==> src/rtl/cpu_pkg.sv <==
`default_nettype none
// ============================================================================
// Module   : cpu_pkg
// Purpose  : Shared opcode/phase encodings and widths for the accumulator CPU.
// Revision : 1.0 - initial release
// ============================================================================
package cpu_pkg;

    localparam int DATA_W = 8;
    localparam int ADDR_W = 5;

    typedef enum logic [2:0] {
        HLT = 3'd0,
        SKZ = 3'd1,
        ADD = 3'd2,
        AND = 3'd3,
        XOR = 3'd4,
        LDA = 3'd5,
        STO = 3'd6,
        JMP = 3'd7
    } opcode_t;

    typedef enum logic [2:0] {
        INST_ADDR  = 3'd0,
        INST_FETCH = 3'd1,
        INST_LOAD  = 3'd2,
        IDLE       = 3'd3,
        OP_ADDR    = 3'd4,
        OP_FETCH   = 3'd5,
        ALU_OP     = 3'd6,
        STORE      = 3'd7
    } phase_t;

    // Opcodes that read an operand from memory into the accumulator path
    function automatic logic is_aluop(input opcode_t op);
        return (op == ADD) || (op == AND) || (op == XOR) || (op == LDA);
    endfunction

endpackage
`default_nettype wire

==> src/rtl/cpu_phase_ctr.sv <==
`default_nettype none
// ============================================================================
// Module   : cpu_phase_ctr
// Purpose  : Wrapping phase counter with advance enable, freeze and sync reset.
// Revision : 1.0 - initial release
// ============================================================================
module cpu_phase_ctr
    import cpu_pkg::*;
#(
    parameter int NPHASE = 8
) (
    input  logic   clk,
    input  logic   rst,
    input  logic   en,
    input  logic   freeze,
    output phase_t phase
);

    localparam int PW = $clog2(NPHASE);

    logic [PW-1:0] r_cnt;

    // NPHASE is a power of two, so natural overflow gives the wrap to zero
    always_ff @(posedge clk) begin
        if (rst) begin
            r_cnt <= '0;
        end else if (en && !freeze) begin
            r_cnt <= r_cnt + 1'b1;
        end
    end

    assign phase = phase_t'(r_cnt);

endmodule
`default_nettype wire

==> src/rtl/cpu_controller.sv <==
`default_nettype none
// ============================================================================
// Module   : cpu_controller
// Purpose  : Eight-phase sequencer producing memory and datapath strobes.
//            Optional sticky halt enabled by macro CPU_CTRL_HALT_STICKY_EN.
// Revision : 1.0 - initial release
// ============================================================================
module cpu_controller
    import cpu_pkg::*;
#(
    parameter int NPHASE = 8,
    parameter int OPW    = 3
) (
    input  logic           clk,
    input  logic           rst,
    input  logic           en,
    input  logic [OPW-1:0] opcode,
    input  logic           zero,
    output logic           sel,
    output logic           mem_rd,
    output logic           mem_wr,
    output logic           ld_ir,
    output logic           inc_pc,
    output logic           ld_pc,
    output logic           ld_ac,
    output logic           data_e,
    output logic           halt,
    output logic [2:0]     phase
);

    opcode_t w_op;
    phase_t  w_ph_reg;
    phase_t  w_ph;
    logic    w_halted;
    logic    w_alu;
    logic    w_sel, w_rd, w_wr, w_ldir, w_incpc, w_ldpc, w_ldac, w_de;

    assign w_op  = opcode_t'(opcode);
    assign w_alu = is_aluop(w_op);

    cpu_phase_ctr #(
        .NPHASE (NPHASE)
    ) u_phase_ctr (
        .clk    (clk),
        .rst    (rst),
        .en     (en),
        .freeze (w_halted),
        .phase  (w_ph_reg)
    );

`ifdef CPU_CTRL_HALT_STICKY_EN
    logic r_halted;

    // Set on the edge that enters OP_ADDR, so the halted OP_ADDR never pulses inc_pc
    always_ff @(posedge clk) begin
        if (rst) begin
            r_halted <= 1'b0;
        end else if (en && (w_ph_reg == IDLE) && (w_op == HLT)) begin
            r_halted <= 1'b1;
        end
    end

    assign w_halted = r_halted & ~rst;
`else
    assign w_halted = 1'b0;
`endif

    // Reset presents the INST_ADDR decode immediately so no stale strobes leak out
    assign w_ph = rst ? INST_ADDR : w_ph_reg;

    always_comb begin
        w_sel   = 1'b0;
        w_rd    = 1'b0;
        w_wr    = 1'b0;
        w_ldir  = 1'b0;
        w_incpc = 1'b0;
        w_ldpc  = 1'b0;
        w_ldac  = 1'b0;
        w_de    = 1'b0;
        case (w_ph)
            INST_ADDR: begin
                w_sel = 1'b1;
            end
            INST_FETCH: begin
                w_sel = 1'b1;
                w_rd  = 1'b1;
            end
            INST_LOAD, IDLE: begin
                w_sel  = 1'b1;
                w_rd   = 1'b1;
                w_ldir = 1'b1;
            end
            OP_ADDR: begin
                w_incpc = 1'b1;
            end
            OP_FETCH: begin
                w_rd = w_alu;
            end
            ALU_OP: begin
                w_rd    = w_alu;
                w_incpc = (w_op == SKZ) && zero;
                w_ldpc  = (w_op == JMP);
                w_de    = (w_op == STO);
            end
            STORE: begin
                w_rd   = w_alu;
                w_ldac = w_alu;
                w_ldpc = (w_op == JMP);
                w_wr   = (w_op == STO);
                w_de   = (w_op == STO);
            end
            default: ;
        endcase
    end

    assign sel    = w_sel   & ~w_halted;
    assign mem_rd = w_rd    & ~w_halted;
    assign mem_wr = w_wr    & ~w_halted;
    assign ld_ir  = w_ldir  & ~w_halted;
    assign inc_pc = w_incpc & ~w_halted;
    assign ld_pc  = w_ldpc  & ~w_halted;
    assign ld_ac  = w_ldac  & ~w_halted;
    assign data_e = w_de    & ~w_halted;
    assign halt   = w_halted | ((w_ph == OP_ADDR) && (w_op == HLT));
    assign phase  = w_ph;

endmodule
`default_nettype wire

==> config.mk <==
export PLATFORM = sky130hd
export DESIGN_NAME = cpu_controller
export DESIGN_NICKNAME = d
export VERILOG_FILES = /design/src/rtl/cpu_pkg.sv /design/src/rtl/cpu_phase_ctr.sv /design/src/rtl/cpu_controller.sv
export SDC_FILE = /design/constraint.sdc
export NUM_CORES = 1
export LEC_CHECK = 0
export BUFFER_PORTS_ARGS = -buffer_cell sky130_fd_sc_hd__buf_2
export CORE_AREA = 2 2 39 41
export CTS_CLUSTER_SIZE = 40
export DETAILED_ROUTE_END_ITERATION = 6
export DIE_AREA = 0 0 41 43
export PLACE_DENSITY_LB_ADDON = 0.12
export SETUP_SLACK_MARGIN = 0.1
export SYNTH_ARGS = -nofsm -noshare
export SYNTH_HDL_FRONTEND = slang
export SYNTH_HIERARCHICAL = 1
export SYNTH_SLANG_ARGS = --single-unit
export TNS_END_PERCENT = 1
==> constraint.sdc <==
create_clock -name clk -period 1.5 [get_ports clk]
set_clock_uncertainty 0.1 [all_clocks]
set_input_delay 0.075 -clock clk [delete_from_list [all_inputs] [get_ports clk]]
set_output_delay 0.075 -clock clk [all_outputs]
set_load 0.03 [all_outputs]
==> results.json, run 1 <==
{
  "timing.fmax_ghz": 0.6939,
  "antenna_found_initial": 0,
  "wl_met2_um": 338,
  "yosys.area.top_type_share": 0.2365,
  "row_count": 14,
  "grt_pass1_wl_um": 1007,
  "leakagePower_nw": 0.2371,
  "synth.cell_area_sq_um": 254.0,
  "worst-endpoint-required_ps": 1320,
  "ys_seq_area_frac": 0.2365,
  "finalPower_uw": 292.0,
  "cp.arrival_ps": 1270,
  "cts-root-buf": "clkbuf_4",
  "top_layer": "met3",
  "insertion_delay_ps": 230,
  "place_congestion": 0.6421,
  "status": "complete, no violations",
  "ff_latch_area_sq_um": 63.81,
  "n_antenna_cell": 0,
  "nNetsFinal": 65,
  "synth-warning-count": 6,
  "hold_class": "in -> reg",
  "grt_start_max_net_pins": 8,
  "wl_met3_um": 71,
  "worstPathMaxFanout": 5,
  "report.final.slew_viol_count": 0,
  "numCtsBuffers": 3,
  "hold_viol": 0,
  "worst_slack_ps": 58.88,
  "yosysTopAreaCell": "dfxtp_1",
  "ios": 19,
  "ir_drop_v": 0.0002329,
  "rsz0062_at_grt": "yes",
  "routed_via_density": 4.153,
  "wl_per_cell_um": 9.792,
  "largest_reg_flops": 3,
  "multi_input_area_sq_um": 216.5,
  "start_kind": "flop",
  "synth_fa_ha_area_frac": 0.04926,
  "cts_max_level": 1,
  "avgSynthCellArea_sq_um": 7.937,
  "fp.coreArea_sq_um": 1384,
  "antenna_left": 0,
  "yosysUniqueCellTypes": 19,
  "die_x_um": 41,
  "die-area_sq_um": 1763,
  "dp_hpwl_um": 540.7,
  "chipHeight_um": 43,
  "gr-total-overflow": 0,
  "cts.sinks": 3,
  "synthTopCellsByCount": "inv_1, nor2_1, dfxtp_1, nand2b_1",
  "synth_top_family_by_area": "simple AND/OR/NAND/NOR gates",
  "power.density_nw_per_um2": 650.2,
  "m1WireLength_um": 295,
  "synthMuxAreaShare": 0.03941,
  "cp-end-kind": "output pin",
  "routed_wl_um": 705,
  "synth-compound-area-share": 0.05911,
  "synth_simple_gate_area_frac": 0.4384,
  "synth_cells": 32,
  "vias": 299,
  "worstSetupPathType": "reg -> out",
  "cts_buffer_depth": 2,
  "async_flop_share": 0,
  "drt_first_pass_iters": 2,
  "drt_iter0_drc": 1,
  "setup_viol": 0,
  "synth-main-ff-cell": "dfxtp_1",
  "synth_area_leaders": "dfxtp_1, nand2b_1, xnor2_1",
  "drc": 0,
  "post-route-min-period_ps": 1441,
  "grt_usage": 0.08835,
  "grt_pass1_vias": 251,
  "portBuffers": 18,
  "clkTransAtPathRegs_ps": 40,
  "pre_cts_slack_ps": 225.1,
  "post_cts_buffers": 0,
  "cts_tree": "built",
  "post-route-period-util": 0.9607,
  "start_util": 0.1835,
  "n_fill_cell": 156,
  "synth_xor_area_frac": 0.1034,
  "synth-edff-count": 0,
  "cap_violations": 0,
  "final_layout_size_suffix_gt1_frac": 0.5714,
  "ys_seq_elements": 3,
  "area_growth_pct": 76.85
}
==> cell usage in the layout (no fill, tap or decap), types with 2 or more instances in the layout <==
master,count
buf_4,3
conb_1,2
xnor2_1,2
nor4_2,2
nor3_1,2
buf_2,15
inv_1,4
nor2_1,4
clkbuf_4,3
dfxtp_2,3
nand2b_4,2
==> final cells by class <==
cell class | count | area share
Sequential cell | 3 | 0.1421
Tap cell | 16 | 0.04457
Multi-Input combinational cell | 26 | 0.4819
Inverter | 4 | 0.03343
Clock buffer | 4 | 0.05850
Timing Repair Buffer | 19 | 0.2396
==> critical path, stage by stage (launching register included) <==
cell and delay, ps:
dfxtp_2 330, or4_4 410, nor3_2 110, buf_4 180
==> path summary, 6_finish.rpt <==
check             depth (start not counted)  slack, ps                           endpoint                         startpoint
setup / recovery                          3         60                               halt  u_phase_ctr/phase[1]$_SDFFE_PP0P_
hold / removal                            4        130  u_phase_ctr/phase[2]$_SDFFE_PP0P_                                 en
setup reg to reg                          4        420  u_phase_ctr/phase[2]$_SDFFE_PP0P_  u_phase_ctr/phase[0]$_SDFFE_PP0P_
hold reg to reg                           2        460  u_phase_ctr/phase[1]$_SDFFE_PP0P_  u_phase_ctr/phase[1]$_SDFFE_PP0P_
==> power breakdown <==
part           internal (mW)  total [mW]  switching [mW]
clock network         0.0996       0.140          0.0404
registers             0.0846      0.0914         0.00676
logic                 0.0286      0.0607          0.0321
total                  0.213       0.292          0.0792
==> metrics by stage <==
step	hold WS [ps]	instance area [sq um]	utilization	TNS, ps	instances
finish	132.7	449.2	0.3246	0	72
global route	166.7	449.2	0.3246	-36.44	72
CTS	128.9	426.7	0.3083	0	72
detailed placement	207.3	380.4	0.2749	0	67
global placement	213.0	380.4	0.2749	0	67
floorplan	47.38	270.3	-	-377.6	33
==> per-layer routing <==
metal,vias up,track usage
met1,128,0.09646
met5,-,0
li1,159,-
met3,0,0.06283
met2,12,0.1250
met4,0,0.04000
==> cell families (layout without fill, tap and decap cells) <==
kind of cell,Yosys count,after routing
AO/OA/AOI/OAI,2,2
multiplexers,1,1
flip-flops,3,3
buffers and inverters,4,27
XOR/XNOR,3,3
adder cells (fa/ha/maj),1,1
other,1,2
AND/OR/NAND/NOR,17,17
==> timing repair <==
item	CTS	global route
setup endpoints to repair	7	5
hold buffers	1	0
gates resized for setup	5	6
endpoints found under the hold margin	3	0
(Power assumes the default switching activity.)
==> run 2, diff against run 1 <==
--- a/config.mk
+++ b/config.mk
@@ -14,6 +14,5 @@
 export SETUP_SLACK_MARGIN = 0.1
 export SYNTH_ARGS = -nofsm -noshare
 export SYNTH_HDL_FRONTEND = slang
-export SYNTH_HIERARCHICAL = 1
 export SYNTH_SLANG_ARGS = --single-unit
 export TNS_END_PERCENT = 1
==> run 2 against run 1 <==
Net effect:
- flip-flop and latch count unchanged
- die area did not move
- wire length stayed put
- clock power shrank 4%
- critical path depth unchanged
- global-route usage is 0.31 points lower
- power grew 9.1%
- critical path type unchanged
- critical endpoint unchanged
==> results.json, run 2 <==
{
  "synthTopCellsByCount": "nor2_1, dfxtp_1",
  "leakagePower_nw": 0.1979,
  "yosysUniqueCellTypes": 21,
  "start_kind": "flop",
  "post-route-min-period_ps": 1391,
  "max_stage_delay_ps": 410,
  "power.density_nw_per_um2": 719.6,
  "async_flop_share": 0,
  "max_slew_margin": 0.8407,
  "holdWs_ps": 34.87,
  "worstPathMaxFanout": 2,
  "avgSynthCellArea_sq_um": 8.466,
  "cts_tree": "built",
  "dp_hpwl_um": 571.2,
  "antenna_left": 0,
  "portBuffers": 18,
  "ir_drop_v": 0.0006301,
  "area_growth_pct": 74.38,
  "die-area_sq_um": 1763,
  "top_layer": "met3",
  "routed_via_density": 4.333,
  "ys_seq_elements": 3,
  "place_inst": 65,
  "cp.arrival_ps": 1220,
  "timing.fmax_ghz": 0.7188,
  "pre_cts_slack_ps": 201.6,
  "clkTransAtPathRegs_ps": 30,
  "grt_start_max_net_pins": 9,
  "instances_no_fill": 69,
  "gr-total-overflow": 0,
  "yosys.area.top_type_share": 0.2365,
  "mostFrequentLayoutCells": "buf_2, nor2_1, clkbuf_4",
  "crit_buf_inv": 1,
  "numCtsBuffers": 3,
  "start_util": 0.1835,
  "hold_class": "in -> reg",
  "synth-main-ff-cell": "dfxtp_1",
  "setup_viol": 0,
  "cap_violations": 0,
  "worstSetupPathType": "reg -> out",
  "drt_iter0_drc": 0,
  "ys_seq_area_frac": 0.2365,
  "yosysMostFrequentCell": "nor2_1",
  "vias": 299,
  "critPathSlowestCell": "or4_4",
  "yosysTopAreaCell": "dfxtp_1",
  "largest_reg_flops": 3,
  "worst-endpoint-required_ps": 1320,
  "post-route-period-util": 0.9275,
  "post_cts_buffers": 0,
  "chipHeight_um": 43,
  "hold_viol": 0,
  "synth_cells": 30,
  "worst_slew_pin_slew_ps": 237.2,
  "wl_met3_um": 39,
  "synth_area_leaders": "dfxtp_1, xnor2_1, nand3b_1",
  "drc": 0,
  "place_congestion": 0.6122,
  "final_common_cell": "buf_2",
  "grt_usage": 0.08526,
  "cts-root-buf": "clkbuf_4",
  "row_count": 14,
  "synth-warning-count": 0,
  "cts.sinks": 3,
  "worst_slack_ps": 108.8,
  "fin_tns_setup_ps": 0,
  "report.final.slew_viol_count": 0,
  "cp_cell_sequence": "or4_4 -> nor3_2 -> buf_4",
  "final_layout_size_suffix_gt1_frac": 0.6415,
  "fp.coreArea_sq_um": 1384,
  "grt_pass1_vias": 263,
  "grt_pass1_wl_um": 1048,
  "cp-end-kind": "output pin",
  "m1WireLength_um": 324,
  "routed_wl_um": 705,
  "wl_per_cell_um": 10.22,
  "wl_met2_um": 342,
  "n_antenna_cell": 0,
  "rsz0062_at_grt": "yes",
  "antenna_found_initial": 0,
  "cts_max_level": 1,
  "syn_nets": 38,
  "die_x_um": 41,
  "synth.cell_area_sq_um": 254.0,
  "ios": 19,
  "hold_buffers": 0,
  "cp_top_family": "simple AND/OR/NAND/NOR gates",
  "drt_first_pass_iters": 1,
  "cts_buffer_depth": 2,
  "synth-edff-count": 0,
  "nNetsFinal": 62,
  "status": "complete, no violations",
  "insertion_delay_ps": 220
}
==> run 2: cell types whose count changed in the layout (fill, tap and decap cells not counted), moves of 2 or more <==
cell | previous run | this run
inv_1 | 4 | 0
nor4_2 | 2 | 0
conb_1 | 2 | 0
nand2b_4 | 2 | 0
==> run 2: worst paths after layout <==
path	from	slack, ps	endpoint	cells past startpoint
hold reg to reg	u_phase_ctr.phase[2]$_SDFFE_PP0P_	490	u_phase_ctr.phase[2]$_SDFFE_PP0P_	2
hold / removal	rst	30	u_phase_ctr.phase[2]$_SDFFE_PP0P_	2
setup / recovery	u_phase_ctr.phase[1]$_SDFFE_PP0P_	110	halt	3
setup reg to reg	u_phase_ctr.phase[1]$_SDFFE_PP0P_	350	u_phase_ctr.phase[2]$_SDFFE_PP0P_	4
==> run 2: stage by stage <==
| stage | utilization | area (sq um) | total power [mW] |
|---|---|---|---|
| 6_report | 0.3201 | 442.9 | 0.3187 |
| 5_1_grt | 0.3201 | 442.9 | 0.3462 |
| 4_1_cts | 0.3083 | 426.7 | 0.3240 |
| 3_5_place_dp | 0.2839 | 392.9 | 0.1814 |
| 3_3_place_gp | 0.2839 | 392.9 | 0.1818 |
| 2_1_floorplan | - | 275.3 | 0.1473 |
==> run 2: final cells by class <==
| type | count | area (sq um) |
|---|---|---|
| fillers | 152 | 940.9 |
| multi-input cells | 26 | 217.7 |
| repair buffers | 19 | 111.4 |
| flip-flops and latches | 3 | 63.81 |
| clock buffers | 4 | 26.28 |
| well taps | 16 | 20.02 |
| inverters | 1 | 3.754 |
==> run 2: logic make-up (layout without fill, tap and decap cells) <==
family                     count (synthesis)  in the layout  synth area share
muxes                                      1              1           0.03941
DFF                                        3              3            0.2365
and+or+nand+nor                           18             18            0.4679
buffers and inverters                      1             24           0.01476
AOI/OAI and AO/OA                          4              4            0.1232
xor gates and xnor gates                   2              2           0.06898
adders and majority gates                  1              1           0.04925
==> run 2: where the power goes <==
part	switching [mW]	leakage [nW]	internal, mW
Combinational	0.0483	0.157	0.0387
Clock	0.0353	0.0150	0.0993
Sequential	0.00969	0.0258	0.0875
==> run 2: what timing repair did <==
item	CTS	global route
gates resized for setup	4	6
pin swaps	2	1
hold endpoints to repair	0	0
endpoints found under the setup margin	7	6
==> run 2: worst reg2reg max path: cells and delay by family (launching register included) <==
family	cells	cell delay (ps)
adders and majority gates	1	200
buffers and inverters	1	150
DFF	1	310
AOI/OAI and AO/OA	2	310
==> run 2: layer usage <==
layer,global-route usage,vias to the layer above
li1,-,154
met1,0.09936,137
met2,0.1406,8
met3,0.04712,0
met4,0,0
met5,0,-
==> run 3, diff against run 2 <==
--- a/config.mk
+++ b/config.mk
@@ -11,7 +11,7 @@
 export DETAILED_ROUTE_END_ITERATION = 6
 export DIE_AREA = 0 0 41 43
 export PLACE_DENSITY_LB_ADDON = 0.12
-export SETUP_SLACK_MARGIN = 0.1
+export REMOVE_ABC_BUFFERS = 1
 export SYNTH_ARGS = -nofsm -noshare
 export SYNTH_HDL_FRONTEND = slang
 export SYNTH_SLANG_ARGS = --single-unit
==> constraint.sdc (replaced) <==
create_clock -name clk -period 1.15 [get_ports clk]
set_clock_uncertainty 0.1 [all_clocks]
set_input_delay 0.0575 -clock clk [delete_from_list [all_inputs] [get_ports clk]]
set_output_delay 0.0575 -clock clk [all_outputs]
set_load 0.03 [all_outputs]
==> run 3 against run 2 <==
Net effect:
- the flow now finishes with violations (negative setup slack)
- critical endpoint unchanged
- power is 40% higher
- clock power is 39% higher
- count of clock-buffer cells in the layout stayed put
==> results.json, run 3 (synthesis results as in run 2) <==
{
  "row_count": 14,
  "die_x_um": 41,
  "finalPower_uw": 447.4,
  "post-route-period-util": 1.262,
  "timing.fmax_ghz": 0.6890,
  "holdWs_ps": 25.28,
  "drt_first_pass_iters": 2,
  "instances_no_fill": 77,
  "largest_reg_flops": 3,
  "place_congestion": 0.6552,
  "cap_violations": 0,
  "worst-endpoint-required_ps": 990,
  "nNetsFinal": 70,
  "power.density_nw_per_um2": 843.3,
  "vias": 334,
  "hold_class": "in -> reg",
  "ios": 19,
  "cts_max_level": 1,
  "status": "finished, violations left",
  "ir_drop_v": 0.0005291,
  "setup_viol": 10,
  "area_growth_pct": 108.9,
  "n_fill_cell": 153,
  "cts-root-buf": "clkbuf_4",
  "cts.sinks": 3,
  "routed_wl_um": 736,
  "routed_via_density": 4.338,
  "dp_hpwl_um": 611.9,
  "design_area_sq_um": 530.5,
  "worst_slack_ps": -301.3,
  "grt_start_max_net_pins": 8,
  "post_cts_buffers": 0,
  "cts_tree": "built",
  "worstSetupPathType": "reg -> out",
  "pre_cts_slack_ps": -143.6,
  "final_layout_size_suffix_gt1_frac": 0.6557,
  "worstPathMaxFanout": 2,
  "worst_slew_pin_slew_ps": 223.9,
  "mostFrequentLayoutCells": "buf_4, buf_2, nor2_1, buf_6, clkbuf_4",
  "insertion_delay_ps": 230,
  "cp-end-kind": "output pin",
  "leakagePower_nw": 0.2389,
  "rsz0062_at_grt": "yes",
  "max_slew_margin": 0.8496,
  "portBuffers": 18,
  "grt_pass1_vias": 329,
  "start_util": 0.1835,
  "drt_iter0_drc": 1,
  "n_antenna_cell": 0,
  "chipHeight_um": 43,
  "gr-total-overflow": 0,
  "placed_area_sq_um": 424.2,
  "start_kind": "flop",
  "grt_usage": 0.1032,
  "antenna_left": 0,
  "grt_pass1_wl_um": 1242,
  "clkTransAtPathRegs_ps": 40,
  "violations": "negative setup slack",
  "place_inst": 72,
  "numCtsBuffers": 3,
  "hold_viol": 0,
  "cp.arrival_ps": 1290,
  "wl_per_cell_um": 9.558,
  "cts_buffer_depth": 2,
  "fp.coreArea_sq_um": 1384,
  "post-route-min-period_ps": 1451,
  "report.final.slew_viol_count": 0,
  "final_common_cell": "buf_4",
  "drc": 0,
  "die-area_sq_um": 1763,
  "antenna_found_initial": 0
}
## run 3: power by group
part	leakage (nW)	internal (mW)	switching (mW)
clock network	0.0150	0.130	0.0579
registers	0.0254	0.113	0.00612
logic	0.199	0.0715	0.0683
total	0.239	0.315	0.132
## run 3: path summary, 6_finish.rpt
check                                    start                                end  slack, ps  depth (start not counted)
min                                         en  u_phase_ctr.phase[2]$_SDFFE_PP0P_         30                          3
min reg2reg  u_phase_ctr.phase[0]$_SDFFE_PP0P_  u_phase_ctr.phase[0]$_SDFFE_PP0P_        540                          3
max          u_phase_ctr.phase[1]$_SDFFE_PP0P_                               halt       -300                          3
max reg2reg  u_phase_ctr.phase[1]$_SDFFE_PP0P_  u_phase_ctr.phase[1]$_SDFFE_PP0P_         40                          4
## run 3: stage by stage
stage | util | setup TNS (ps)
finish | 0.3834 | -1438
global route | 0.3834 | -2213
global placement | 0.3065 | -153.6
CTS | 0.3698 | -1674
detailed placement | 0.3065 | -167.3
floorplan | - | -2272
## run 3: critical path: stages, from the launching register on
cell     delay (ps)
dfxtp_1         300
or4_4           470
nor3_2          110
buf_4           180
## run 3: timing repair
item,in CTS,in global routing
gates resized for setup,18,6
pin swaps,4,1
hold buffers,1,0
endpoints found under the hold margin,1,0
endpoints found under the setup margin,12,14
## run 3: final cells by class
cell class | instances | area (sq um) | share of cell area
multi-input combinational | 26 | 212.7 | 0.4009
timing repair buffer | 27 | 205.2 | 0.3868
tap | 16 | 20.02 | 0.03774
clock buffer | 4 | 26.28 | 0.04953
sequential | 3 | 62.56 | 0.1179
inverter | 1 | 3.754 | 0.007075
## run 3: layer usage
metal  vias to the layer above  global-route usage  wire length (um)
li1                        171                   -                 -
met1                       150              0.1246               320
met2                        11              0.1531               355
met3                         2             0.01571                46
met4                         0             0.08000                14
met5                         -                   0                 0
